## config.mk

```make
export PLATFORM = sky130hd
export DESIGN_NAME = cov_frame_ctrl_flat
export DESIGN_NICKNAME = d
export VERILOG_FILES = /design/src/rtl/cov_frame_ctrl_if.sv /design/src/rtl/cov_frame_ctrl.sv /design/src/flat_wrapper.sv
export SDC_FILE = /design/constraint.sdc
export NUM_CORES = 1
export LEC_CHECK = 0
export CAP_MARGIN = 20
export CORE_MARGIN = 2
export CORE_UTILIZATION = 40
export DETAILED_ROUTE_END_ITERATION = 16
export DONT_BUFFER_PORTS = 1
export GPL_ROUTABILITY_DRIVEN = 0
export HOLD_SLACK_MARGIN = 0.06
export PLACE_DENSITY_LB_ADDON = 0.08
export SLEW_MARGIN = 30
export SYNTH_ARGS = -nofsm -noshare
export SYNTH_HDL_FRONTEND = slang
export SYNTH_SLANG_ARGS = --single-unit
```

## constraint.sdc

```tcl
create_clock -name clk_x4 -period 3.65 [get_ports clk_x4]
set_input_delay 0.73 -clock clk_x4 [delete_from_list [all_inputs] [get_ports clk_x4]]
set_output_delay 0.73 -clock clk_x4 [all_outputs]
set_load 0.05 [all_outputs]
```

## src/rtl/cov_frame_ctrl_if.sv

```systemverilog
// cov_frame_ctrl_if: sample, accumulator, result and record buses around cov_frame_ctrl
interface cov_frame_ctrl_if #(
    parameter int DW = 128,
    parameter int OW = 64
);
    logic          s_valid;
    logic          s_sof;
    logic [DW-1:0] s_data;
    logic          acc_valid;
    logic          acc_first;
    logic [DW-1:0] acc_data;
    logic          cov_vd;
    logic [OW-1:0] cov_data;
    logic          m_valid;
    logic [OW-1:0] m_data;
    logic          m_last;
    modport master (
        output s_valid, s_sof, s_data, cov_vd, cov_data,
        input  acc_valid, acc_first, acc_data, m_valid, m_data, m_last
    );
    modport slave (
        input  s_valid, s_sof, s_data, cov_vd, cov_data,
        output acc_valid, acc_first, acc_data, m_valid, m_data, m_last
    );
endinterface

```

## src/rtl/cov_frame_ctrl.sv

```systemverilog
// cov_frame_ctrl: frame sequencer feeding cov_matrix and emitting one result+timestamp record per frame
module cov_frame_ctrl #(
    parameter int FRAME_SIZE         = 2048,
    parameter int DESIRED_FRAME_SIZE = 2000,
    parameter int SKIP_FRAME_SAMPLES = 48,
    parameter int INPUT_ELEMENTS     = 4,
    parameter int INPUT_DATA_WIDTH   = 16,
    parameter int OUTPUT_DATA_WIDTH  = 64,
    parameter int RESULT_WORDS       = 20,
    parameter int DRAIN_TIMEOUT      = 4096,
    parameter int TS_WIDTH           = 48
) (
    input  logic                   clk_x4,
    input  logic                   rst_n,
    input  logic                   cfg_enable,
    input  logic                   err_clr,
    cov_frame_ctrl_if.slave        bus,
    output logic                   busy,
    output logic                   err_short,
    output logic                   err_timeout,
    output logic                   err_overrun,
    output logic                   err_spurious,
    output logic [15:0]            drop_cnt
);
    localparam int SC_W = $clog2(FRAME_SIZE + 1);
    localparam int RC_W = $clog2(RESULT_WORDS + 1);
    localparam int TC_W = $clog2(DRAIN_TIMEOUT + 1);

    if (SKIP_FRAME_SAMPLES != FRAME_SIZE - DESIRED_FRAME_SIZE) begin : g_skip_chk
        $error("SKIP_FRAME_SAMPLES must equal FRAME_SIZE-DESIRED_FRAME_SIZE");
    end

    typedef enum logic [2:0] {IDLE, ACCUM, SKIP, DRAIN, STAMP} state_t;

    state_t                                      state, state_n;
    logic [SC_W-1:0]                             scnt, scnt_n;
    logic [RC_W-1:0]                             res_cnt, res_n;
    logic [TC_W-1:0]                             tcnt, tcnt_n;
    logic [TS_WIDTH-1:0]                         ts, ts_sof;
    logic [15:0]                                 frame_idx;
    logic [INPUT_ELEMENTS*2*INPUT_DATA_WIDTH-1:0] s_data_w;
    logic sof, start, collect, take, e_short, e_over, e_spur, e_tmo, drop_ev;

    assign s_data_w = bus.s_data;
    assign busy     = state != IDLE;

    always_comb begin
        sof     = bus.s_valid & bus.s_sof;
        e_short = sof & (state == ACCUM || state == SKIP);
        e_over  = sof & (state == DRAIN || state == STAMP);
        // a sof inside an open frame restarts it even when new frames are disabled
        start   = e_short | (sof & cfg_enable & (state == IDLE));
        collect = (state == SKIP || state == DRAIN) && res_cnt < RC_W'(RESULT_WORDS);
        take    = bus.cov_vd & collect;
        e_spur  = bus.cov_vd & ~collect;
        e_tmo   = 1'b0;
        state_n = state;
        scnt_n  = scnt + SC_W'(bus.s_valid);
        res_n   = res_cnt + RC_W'(take);
        tcnt_n  = tcnt + 1'b1;
        if (start) begin
            state_n = ACCUM;
            scnt_n  = SC_W'(1);
            res_n   = '0;
        end else begin
            case (state)
                ACCUM: state_n = bus.s_valid && scnt_n == SC_W'(DESIRED_FRAME_SIZE) ? SKIP : ACCUM;
                SKIP: begin
                    if (bus.s_valid && scnt_n == SC_W'(FRAME_SIZE)) begin
                        state_n = res_n == RC_W'(RESULT_WORDS) ? STAMP : DRAIN;
                        tcnt_n  = '0;
                    end
                end
                DRAIN: begin
                    if (res_n == RC_W'(RESULT_WORDS)) begin
                        state_n = STAMP;
                    end else if (tcnt == TC_W'(DRAIN_TIMEOUT - 1)) begin
                        state_n = IDLE;
                        e_tmo   = 1'b1;
                    end
                end
                default: state_n = IDLE;
            endcase
        end
        drop_ev = e_short | e_over | e_tmo;
    end

    always_ff @(posedge clk_x4 or negedge rst_n) begin
        if (!rst_n) begin
            state         <= IDLE;
            scnt          <= '0;
            res_cnt       <= '0;
            tcnt          <= '0;
            ts            <= '0;
            ts_sof        <= '0;
            frame_idx     <= '0;
            bus.acc_valid <= 1'b0;
            bus.acc_first <= 1'b0;
            bus.acc_data  <= '0;
            bus.m_valid   <= 1'b0;
            bus.m_last    <= 1'b0;
            bus.m_data    <= '0;
            err_short     <= 1'b0;
            err_timeout   <= 1'b0;
            err_overrun   <= 1'b0;
            err_spurious  <= 1'b0;
            drop_cnt      <= '0;
        end else begin
            state         <= state_n;
            scnt          <= scnt_n;
            res_cnt       <= res_n;
            tcnt          <= tcnt_n;
            ts            <= ts + 1'b1;
            ts_sof        <= start ? ts : ts_sof;
            frame_idx     <= frame_idx + 16'(state == STAMP);
            bus.acc_valid <= start | (state == ACCUM & bus.s_valid);
            bus.acc_first <= start;
            bus.acc_data  <= s_data_w;
            bus.m_valid   <= take | (state == STAMP);
            bus.m_last    <= state == STAMP;
            bus.m_data    <= state == STAMP ? OUTPUT_DATA_WIDTH'({frame_idx, ts_sof}) : bus.cov_data;
            // a new error in the same cycle as err_clr leaves its flag set
            err_short     <= (err_short & ~err_clr) | e_short;
            err_timeout   <= (err_timeout & ~err_clr) | e_tmo;
            err_overrun   <= (err_overrun & ~err_clr) | e_over;
            err_spurious  <= (err_spurious & ~err_clr) | e_spur;
            drop_cnt      <= (err_clr ? 16'd0 : drop_cnt) + 16'(drop_ev & (err_clr | drop_cnt != 16'hFFFF));
        end
    end
endmodule

```

## src/flat_wrapper.sv

```systemverilog
// flat-port wrapper written by rule: the top's interface ports become plain ports
module cov_frame_ctrl_flat 
#(
    parameter int FRAME_SIZE         = 2048,
    parameter int DESIRED_FRAME_SIZE = 2000,
    parameter int SKIP_FRAME_SAMPLES = 48,
    parameter int INPUT_ELEMENTS     = 4,
    parameter int INPUT_DATA_WIDTH   = 16,
    parameter int OUTPUT_DATA_WIDTH  = 64,
    parameter int RESULT_WORDS       = 20,
    parameter int DRAIN_TIMEOUT      = 4096,
    parameter int TS_WIDTH           = 48
)
  (clk_x4, rst_n, cfg_enable, err_clr, busy, err_short, err_timeout, err_overrun, err_spurious, drop_cnt, bus_s_valid, bus_s_sof, bus_s_data, bus_cov_vd, bus_cov_data, bus_acc_valid, bus_acc_first, bus_acc_data, bus_m_valid, bus_m_data, bus_m_last);
  cov_frame_ctrl_if #(.DW(128), .OW(64)) bus_i ();
  input  logic clk_x4;
  input  logic rst_n;
  input  logic cfg_enable;
  input  logic err_clr;
  output logic busy;
  output logic err_short;
  output logic err_timeout;
  output logic err_overrun;
  output logic err_spurious;
  output logic [15:0] drop_cnt;
  input wire logic [$bits(bus_i.s_valid)-1:0] bus_s_valid;
  input wire logic [$bits(bus_i.s_sof)-1:0] bus_s_sof;
  input wire logic [$bits(bus_i.s_data)-1:0] bus_s_data;
  input wire logic [$bits(bus_i.cov_vd)-1:0] bus_cov_vd;
  input wire logic [$bits(bus_i.cov_data)-1:0] bus_cov_data;
  output wire logic [$bits(bus_i.acc_valid)-1:0] bus_acc_valid;
  output wire logic [$bits(bus_i.acc_first)-1:0] bus_acc_first;
  output wire logic [$bits(bus_i.acc_data)-1:0] bus_acc_data;
  output wire logic [$bits(bus_i.m_valid)-1:0] bus_m_valid;
  output wire logic [$bits(bus_i.m_data)-1:0] bus_m_data;
  output wire logic [$bits(bus_i.m_last)-1:0] bus_m_last;
  assign bus_i.s_valid = bus_s_valid;
  assign bus_i.s_sof = bus_s_sof;
  assign bus_i.s_data = bus_s_data;
  assign bus_i.cov_vd = bus_cov_vd;
  assign bus_i.cov_data = bus_cov_data;
  assign bus_acc_valid = bus_i.acc_valid;
  assign bus_acc_first = bus_i.acc_first;
  assign bus_acc_data = bus_i.acc_data;
  assign bus_m_valid = bus_i.m_valid;
  assign bus_m_data = bus_i.m_data;
  assign bus_m_last = bus_i.m_last;
  cov_frame_ctrl #(.FRAME_SIZE(FRAME_SIZE), .DESIRED_FRAME_SIZE(DESIRED_FRAME_SIZE), .SKIP_FRAME_SAMPLES(SKIP_FRAME_SAMPLES), .INPUT_ELEMENTS(INPUT_ELEMENTS), .INPUT_DATA_WIDTH(INPUT_DATA_WIDTH), .OUTPUT_DATA_WIDTH(OUTPUT_DATA_WIDTH), .RESULT_WORDS(RESULT_WORDS), .DRAIN_TIMEOUT(DRAIN_TIMEOUT), .TS_WIDTH(TS_WIDTH)) u_core (.clk_x4(clk_x4), .rst_n(rst_n), .cfg_enable(cfg_enable), .err_clr(err_clr), .bus(bus_i), .busy(busy), .err_short(err_short), .err_timeout(err_timeout), .err_overrun(err_overrun), .err_spurious(err_spurious), .drop_cnt(drop_cnt));
endmodule
```

* Word-level counts from Yosys, hierarchy flattened
Index checks and enable logic that the tools add are counted.
** Word-level totals
- Output and inout port bits :: 217
- Word-level logic and storage cells :: 88
- Input port bits :: 199
- Register bits after elaboration :: 361
** Cells by class
- Muxes and demuxes :: 18
- Equality and inequality tests :: 11
- Add/sub/neg operators :: 6
- Order comparisons :: 1
- Reductions and logical operators :: 9
- Bitwise operators :: 25
** Operators by type and width (number)
- $mux W64 :: 1
- $add A48 B1 Y48 const B :: 1
- $mux W13 :: 3
- $add A16 B1 Y16 :: 1
- $add A16 B16 Y16 :: 1
- $and A1 B16 Y16 :: 1
- $mux W16 :: 1
- $ne A16 B16 Y1 const B :: 1
- $mux W3 :: 5
- $add A13 B1 Y13 const B :: 1
- $eq A13 B12 Y1 const B :: 1
- $add A12 B1 Y12 :: 1
- $and A1 B1 Y1 :: 12
- $eq A12 B11 Y1 const B :: 1
- $eq A12 B12 Y1 const B :: 1
- $mux W12 :: 1
- $or A1 B1 Y1 :: 10
- $pmux W3 S3 :: 1
- $eq A3 B2 Y1 const B :: 2
- $add A5 B1 Y5 :: 1
- $eq A5 B5 Y1 const B :: 1
- $lt A5 B5 Y1 const B :: 1
- $mux W5 :: 1
- $mux W1 :: 4
- other kinds (11) :: 16

* Logic depth before layout (Yosys ltp)
- Depth after elaboration :: 12
- Depth in mapped cells :: 16
- Gate-level depth less buffers :: 15

* Least setup slack after synthesis
OpenSTA, ideal clock, no wires.
- Path type :: reg2reg
- Start :: register u_core.state[1]
- End :: register u_core.drop_cnt[10]
- Library setup time :: 78 ps
- Required time :: 3572 ps
- Cell stages (with the launch flop) :: 17
- Arrival time :: 3362 ps
- Slack :: 210 ps
- Path buffers :: 1
- Period minus slack after synthesis :: 3440 ps
- Cell sequence :: dfrtp_1 > buf_2 > nor2b_1 > and3_1 > ha_1 > ha_1 > nand2b_1 > nand2b_1 > a21oi_1 > o211ai_1 > or3b_2 > a21oi_1 > ha_1 > ha_1 > nand2_1 > or3_1 > a21oi_1
** Between the ends
- Longest elaborated chain between the ends :: 12
- Elaborated cells between the ends (all ways) :: 23
- Those cells by class :: 2 x add/sub; 5 x eq/ne; 3 x mux; 8 x bitwise; 5 x reduce/logical
** RTL lines
- start, declared :: line cov_frame_ctrl.sv:35 : state_t state, state_n;
- start signal, assigned :: line cov_frame_ctrl.sv:109 : state <= state_n;
- $eq A3 B2 Y1 (on tied branches)
- $logic_or A1 B1 Y1 :: line cov_frame_ctrl.sv:53 : collect = (state == SKIP || state == DRAIN) && res_cnt < RC_W'(RESULT_WORDS);
- $logic_and A1 B1 Y1 :: line cov_frame_ctrl.sv:53
- $and A1 B1 Y1 :: line cov_frame_ctrl.sv:54 : take = bus.cov_vd & collect;
- $add A5 B1 Y5 :: line cov_frame_ctrl.sv:59 : res_n = res_cnt + RC_W'(take);
- $eq A5 B5 Y1 :: line cov_frame_ctrl.sv:75 : if (res_n == RC_W'(RESULT_WORDS)) begin
- $mux W1 :: line cov_frame_ctrl.sv:75
- $mux W1 :: line cov_frame_ctrl.sv:66 : case (state)
- $mux W1 :: line cov_frame_ctrl.sv:61 : if (start) begin
- $or A1 B1 Y1 * :: line cov_frame_ctrl.sv:85 : drop_ev = e_short | e_over | e_tmo;
- $and A1 B16 Y16 * :: line cov_frame_ctrl.sv:127 : drop_cnt <= (err_clr ? 16'd0 : drop_cnt) + 16'(drop_ev & (err_clr | drop_cnt != 16'hFFFF));
- $add A16 B16 Y16 * :: line cov_frame_ctrl.sv:127
- end signal, assigned :: line cov_frame_ctrl.sv:127
- end, declared :: line cov_frame_ctrl.sv:23 : output logic [15:0] drop_cnt
Mark *: on every way between the ends. The rest lies on a longest branch, timed or not.
A chain may end at the register's enable or synchronous reset.

* Worst setup path after layout
- Start :: register u_core.res_cnt[2]
- End :: register u_core.drop_cnt[10]
** Between the ends
- Longest elaborated chain between the ends :: 11
** RTL lines
- start, declared :: line cov_frame_ctrl.sv:37 : logic [RC_W-1:0] res_cnt, res_n;
- start signal, assigned :: line cov_frame_ctrl.sv:111 : res_cnt <= res_n;
- $lt A5 B5 Y1 :: line cov_frame_ctrl.sv:53
- $logic_and A1 B1 Y1 :: line cov_frame_ctrl.sv:53
- $and A1 B1 Y1 :: line cov_frame_ctrl.sv:54
- $add A5 B1 Y5 * :: line cov_frame_ctrl.sv:59
- $eq A5 B5 Y1 * :: line cov_frame_ctrl.sv:75
- $mux W1 * :: line cov_frame_ctrl.sv:75
- $mux W1 * :: line cov_frame_ctrl.sv:66
- $mux W1 * :: line cov_frame_ctrl.sv:61
- $or A1 B1 Y1 * :: line cov_frame_ctrl.sv:85
- $and A1 B16 Y16 * :: line cov_frame_ctrl.sv:127
- $add A16 B16 Y16 * :: line cov_frame_ctrl.sv:127
Marks and branches as above.

==> flow_summary_export.csv <==
group,metric,value,unit
timing,maxSlewHeadroom,0.384,
logic_synthesis,ys_top_cells_by_area,"dfrtp_1 70%, mux2_2 5.6%, nand2_1 5.3%, xnor2_1 4.4%, xor2_1 2.0%",
routing,routed_wl,28400,um
logic_synthesis,synth_flop_cell,"dfrtp_1",
min_path,hold_class,"in2async",
logic_synthesis,asyncSetResetFlopFracSynth,1.00,
critical_path,cp.required,4.09,ns
layout,num-nets-final,1232,
cts,cts_inserted_buffers,38,
critical_path,timing_worst_setup_path_type,"reg2reg",
place,dpl.cell_count,1385,
job,cap_violations,0,
logic_synthesis,synth_seq_area_share,0.697,
logic_synthesis,netlist-cell-type-count,47,
routing,dr_total_vias,7354,
cts,cts.sinks,361,
logic_synthesis,syn_nets,1210,
grt,grt_pass1_wl,43700,um
routing,number_of_drc_markers_after_the_initial_detailed_route_iteration,350,
place,io_buffers,0,
layout,layout.cell_area.non_filler,14700,um2
floorplanning,top_level_ports,416,
timing,timing.clock.skew,0.0126,ns
critical_path,critical_path.startpoint_type,"flip-flop",
place,place_area,13400,um2
timing,finalSetupViolations,0,
timing,hold_violations,361,
logic_synthesis,synth_top_cell_area_share,0.697,
layout,layout-drive-gt1-share,0.147,
cts,tritoncts_clock_tree,"built",
cts,max_clock_buf_depth,3,
routing,drc_errors,0,
timing,unrepaired_setup_endpoints_after_global_routing,"no",
critical_path,worst-endpoint-arrival,3.76,ns
floorplanning,fp.coreArea,31700,um2
run_status,failing_checks,"negative hold slack",
floorplanning,die-width,184,um
logic_synthesis,post_synth_inst_count,1001,
logic_synthesis,synthesis.yosys.warnings,0,
layout,layoutNonFillerInstCount,1461,
layout,multi_input_area,3790,um2
grt,antenna_violations_before_repair,11,
run_status,run_status,"complete, but fails checks",
cts,cts.clk_slew.worst_paths,0.06,ns
routing,firstDrtPassIters,4,
critical_path,setup.worst_path.end_class,"flip-flop",
power_and_ir_drop,leakagePower,6.63,nW
logic_synthesis,synth-edff-count,0,
timing,period_minus_slack,3.31,ns
floorplanning,die_area,33800,um2
layout,post-route-util,0.463,
timing,timing.final.crit_share,0.908,
critical_path,worstRegToRegCells,15,
place,dp_hpwl,19200,um
cts,cts_htree_levels,2,
critical_path,path_max_fanout,6,
timing,clock.fmax,0.302,GHz
layout,regArea,9030,um2
timing,maxSlewViolCount,0,
floorplanning,placementRows,65,
grt,grt_pass1_vias,7505,
logic_synthesis,netlist_top_cells_count,"361 x dfrtp_1, 183 x nand2_1, 65 x mux2_2, 65 x xnor2_1, 52 x nor2_1",
logic_synthesis,synth.avg_cell_area,12.9,um2
layout,areaGrowthSynthToFinish,13.4,%
logic_synthesis,netlist.top_cell.by_area,"dfrtp_1",
grt,global_route.usage.total,0.166,
layout,fill_cells,2865,
grt,grt_start_max_net_pins,362,
floorplanning,die_h,184,um
power_and_ir_drop,max-vdd-ir-drop,348,uV
timing,fin_hold_ws,-0.0969,ns
routing,detail_route.vias_per_cell,5.03,
power_and_ir_drop,powerDensity,581,nW/um2
logic_synthesis,syn_area,13000,um2
timing,worst-slew-pin-transition,0.924,ns
grt,globalRouteOverflowTotal,0,
routing,final_antenna_net_count,0,
routing,detail_route.wl_per_cell,19.4,um
logic_synthesis,ys_seq_elements,361,
cts,worst_skew_pair.late_latency,0.52,ns
floorplanning,initial_core_utilization,0.408,
logic_synthesis,yosys.cell_count.top_type,"dfrtp_1",
cts,clockRootBuffer,"clkbuf_16",
timing,tns,0,ns
==> routing by layer <==
| metal | share of wire | routed length, um | global-route usage |
|---|---|---|---|
| met5 | 0.0015 | 44 | 0 |
| met3 | 0.081 | 2290 | 0.0590 |
| met2 | 0.47 | 13400 | 0.260 |
| met4 | 0.021 | 598 | 0.0454 |
| met1 | 0.43 | 12100 | 0.218 |
==> path summary, 6_finish.rpt <==
| kind | from | end | slack, ns |
|---|---|---|---|
| min in group clk_x4 | bus_s_data[42] | u_core.bus.acc_data[42] | 0.23 |
| min | rst_n | u_core.bus.acc_data[37] | -0.1 |
| max | u_core.res_cnt[2] | u_core.drop_cnt[10] | 0.34 |
| max in group asynchronous | rst_n | u_core.ts_sof[30] | 3.39 |
| max reg2reg | u_core.res_cnt[2] | u_core.drop_cnt[10] | 0.34 |
| min reg2reg | u_core.ts_sof[35] | u_core.ts_sof[35] | 0.47 |
==> what timing repair did <==
action / in CTS / in global routing
resized for setup: 1 / 10
endpoints found under the hold margin: 361 / 361
pin swaps: 0 / 1
setup buffers: 0 / 0
endpoints found under the setup margin: 1 / 13
==> layout make-up <==
| type | count | area share |
|---|---|---|
| sequential | 361 | 0.615 |
| multi-input combinational | 599 | 0.258 |
| clock buffer | 53 | 0.0747 |
| tap | 402 | 0.0342 |
| clock inverter | 15 | 0.00851 |
| timing repair buffer | 11 | 0.00562 |
| inverter | 12 | 0.00306 |
| antenna | 8 | 0.00136 |
==> through the flow <==
stage,total power [mW],worst slack (ns)
after CTS,8.67,0.0244
after global routing,8.89,0.00676
final,8.54,0.335
after floorplan,4.81,0.210
after detailed placement,4.88,-0.00869
after global placement,4.88,0.0461
==> report_power, final <==
| group | switching (mW) | internal [mW] |
|---|---|---|
| logic | 0.0830 | 0.0710 |
| clock network | 1.56 | 2.18 |
| registers | 0.512 | 4.13 |
| total | 2.16 | 6.39 |
==> flip-flops by register name (all words and copies together) (netlist names) <==
name	cells
u_core.scnt	12
u_core.tcnt	13
u_core.err_short	1
u_core.state	3
u_core.bus.m_last	1
u_core.bus.acc_data	128
u_core.bus.m_data	64
u_core.bus.acc_first	1
u_core.err_spurious	1
u_core.err_overrun	1
u_core.bus.m_valid	1
u_core.frame_idx	16
u_core.res_cnt	5
u_core.bus.acc_valid	1
u_core.ts	48
u_core.drop_cnt	16
u_core.ts_sof	48
u_core.err_timeout	1
==> cell usage in the layout, fill, tap and decap left out, types with 7 or more instances in the layout <==
cell type,instances
a21oi_1,15
dfrtp_1,360
nand2_1,183
mux2_2,65
xor2_1,29
nand2b_1,8
o21ai_0,16
diode_2,8
nor2_1,52
nand3_1,42
or3_1,9
xnor2_1,65
buf_4,11
clkinv_2,9
ha_1,7
and3_1,12
clkbuf_8,9
clkbuf_16,38
inv_1,11
nor3_1,11
and2_1,7
nand4_1,24
nor2b_1,7
==> cells by family after synthesis <==
group / synth area share
and+or+nand+nor: 0.135
DFF: 0.697
xor gates and xnor gates: 0.0636
muxes: 0.0573
AOI/OAI and AO/OA: 0.0239
buffers and inverters: 0.0130
adders and majority gates: 0.00966
==> critical path: stages, from the launching register on <==
cell and delay [ns]:
dfrtp_2 0.44, o21ai_2 0.13, and3_1 0.18, ha_2 0.19, ha_2 0.20, nand2b_1 0.12
nand2b_1 0.10, a21oi_1 0.05, o211ai_1 0.28, or3b_4 0.44, a21oi_2 0.14, ha_2 0.23
ha_1 0.17, nand2_1 0.08, or3_1 0.32, a21oi_1 0.14
Power figures use the tool's default switching activity.
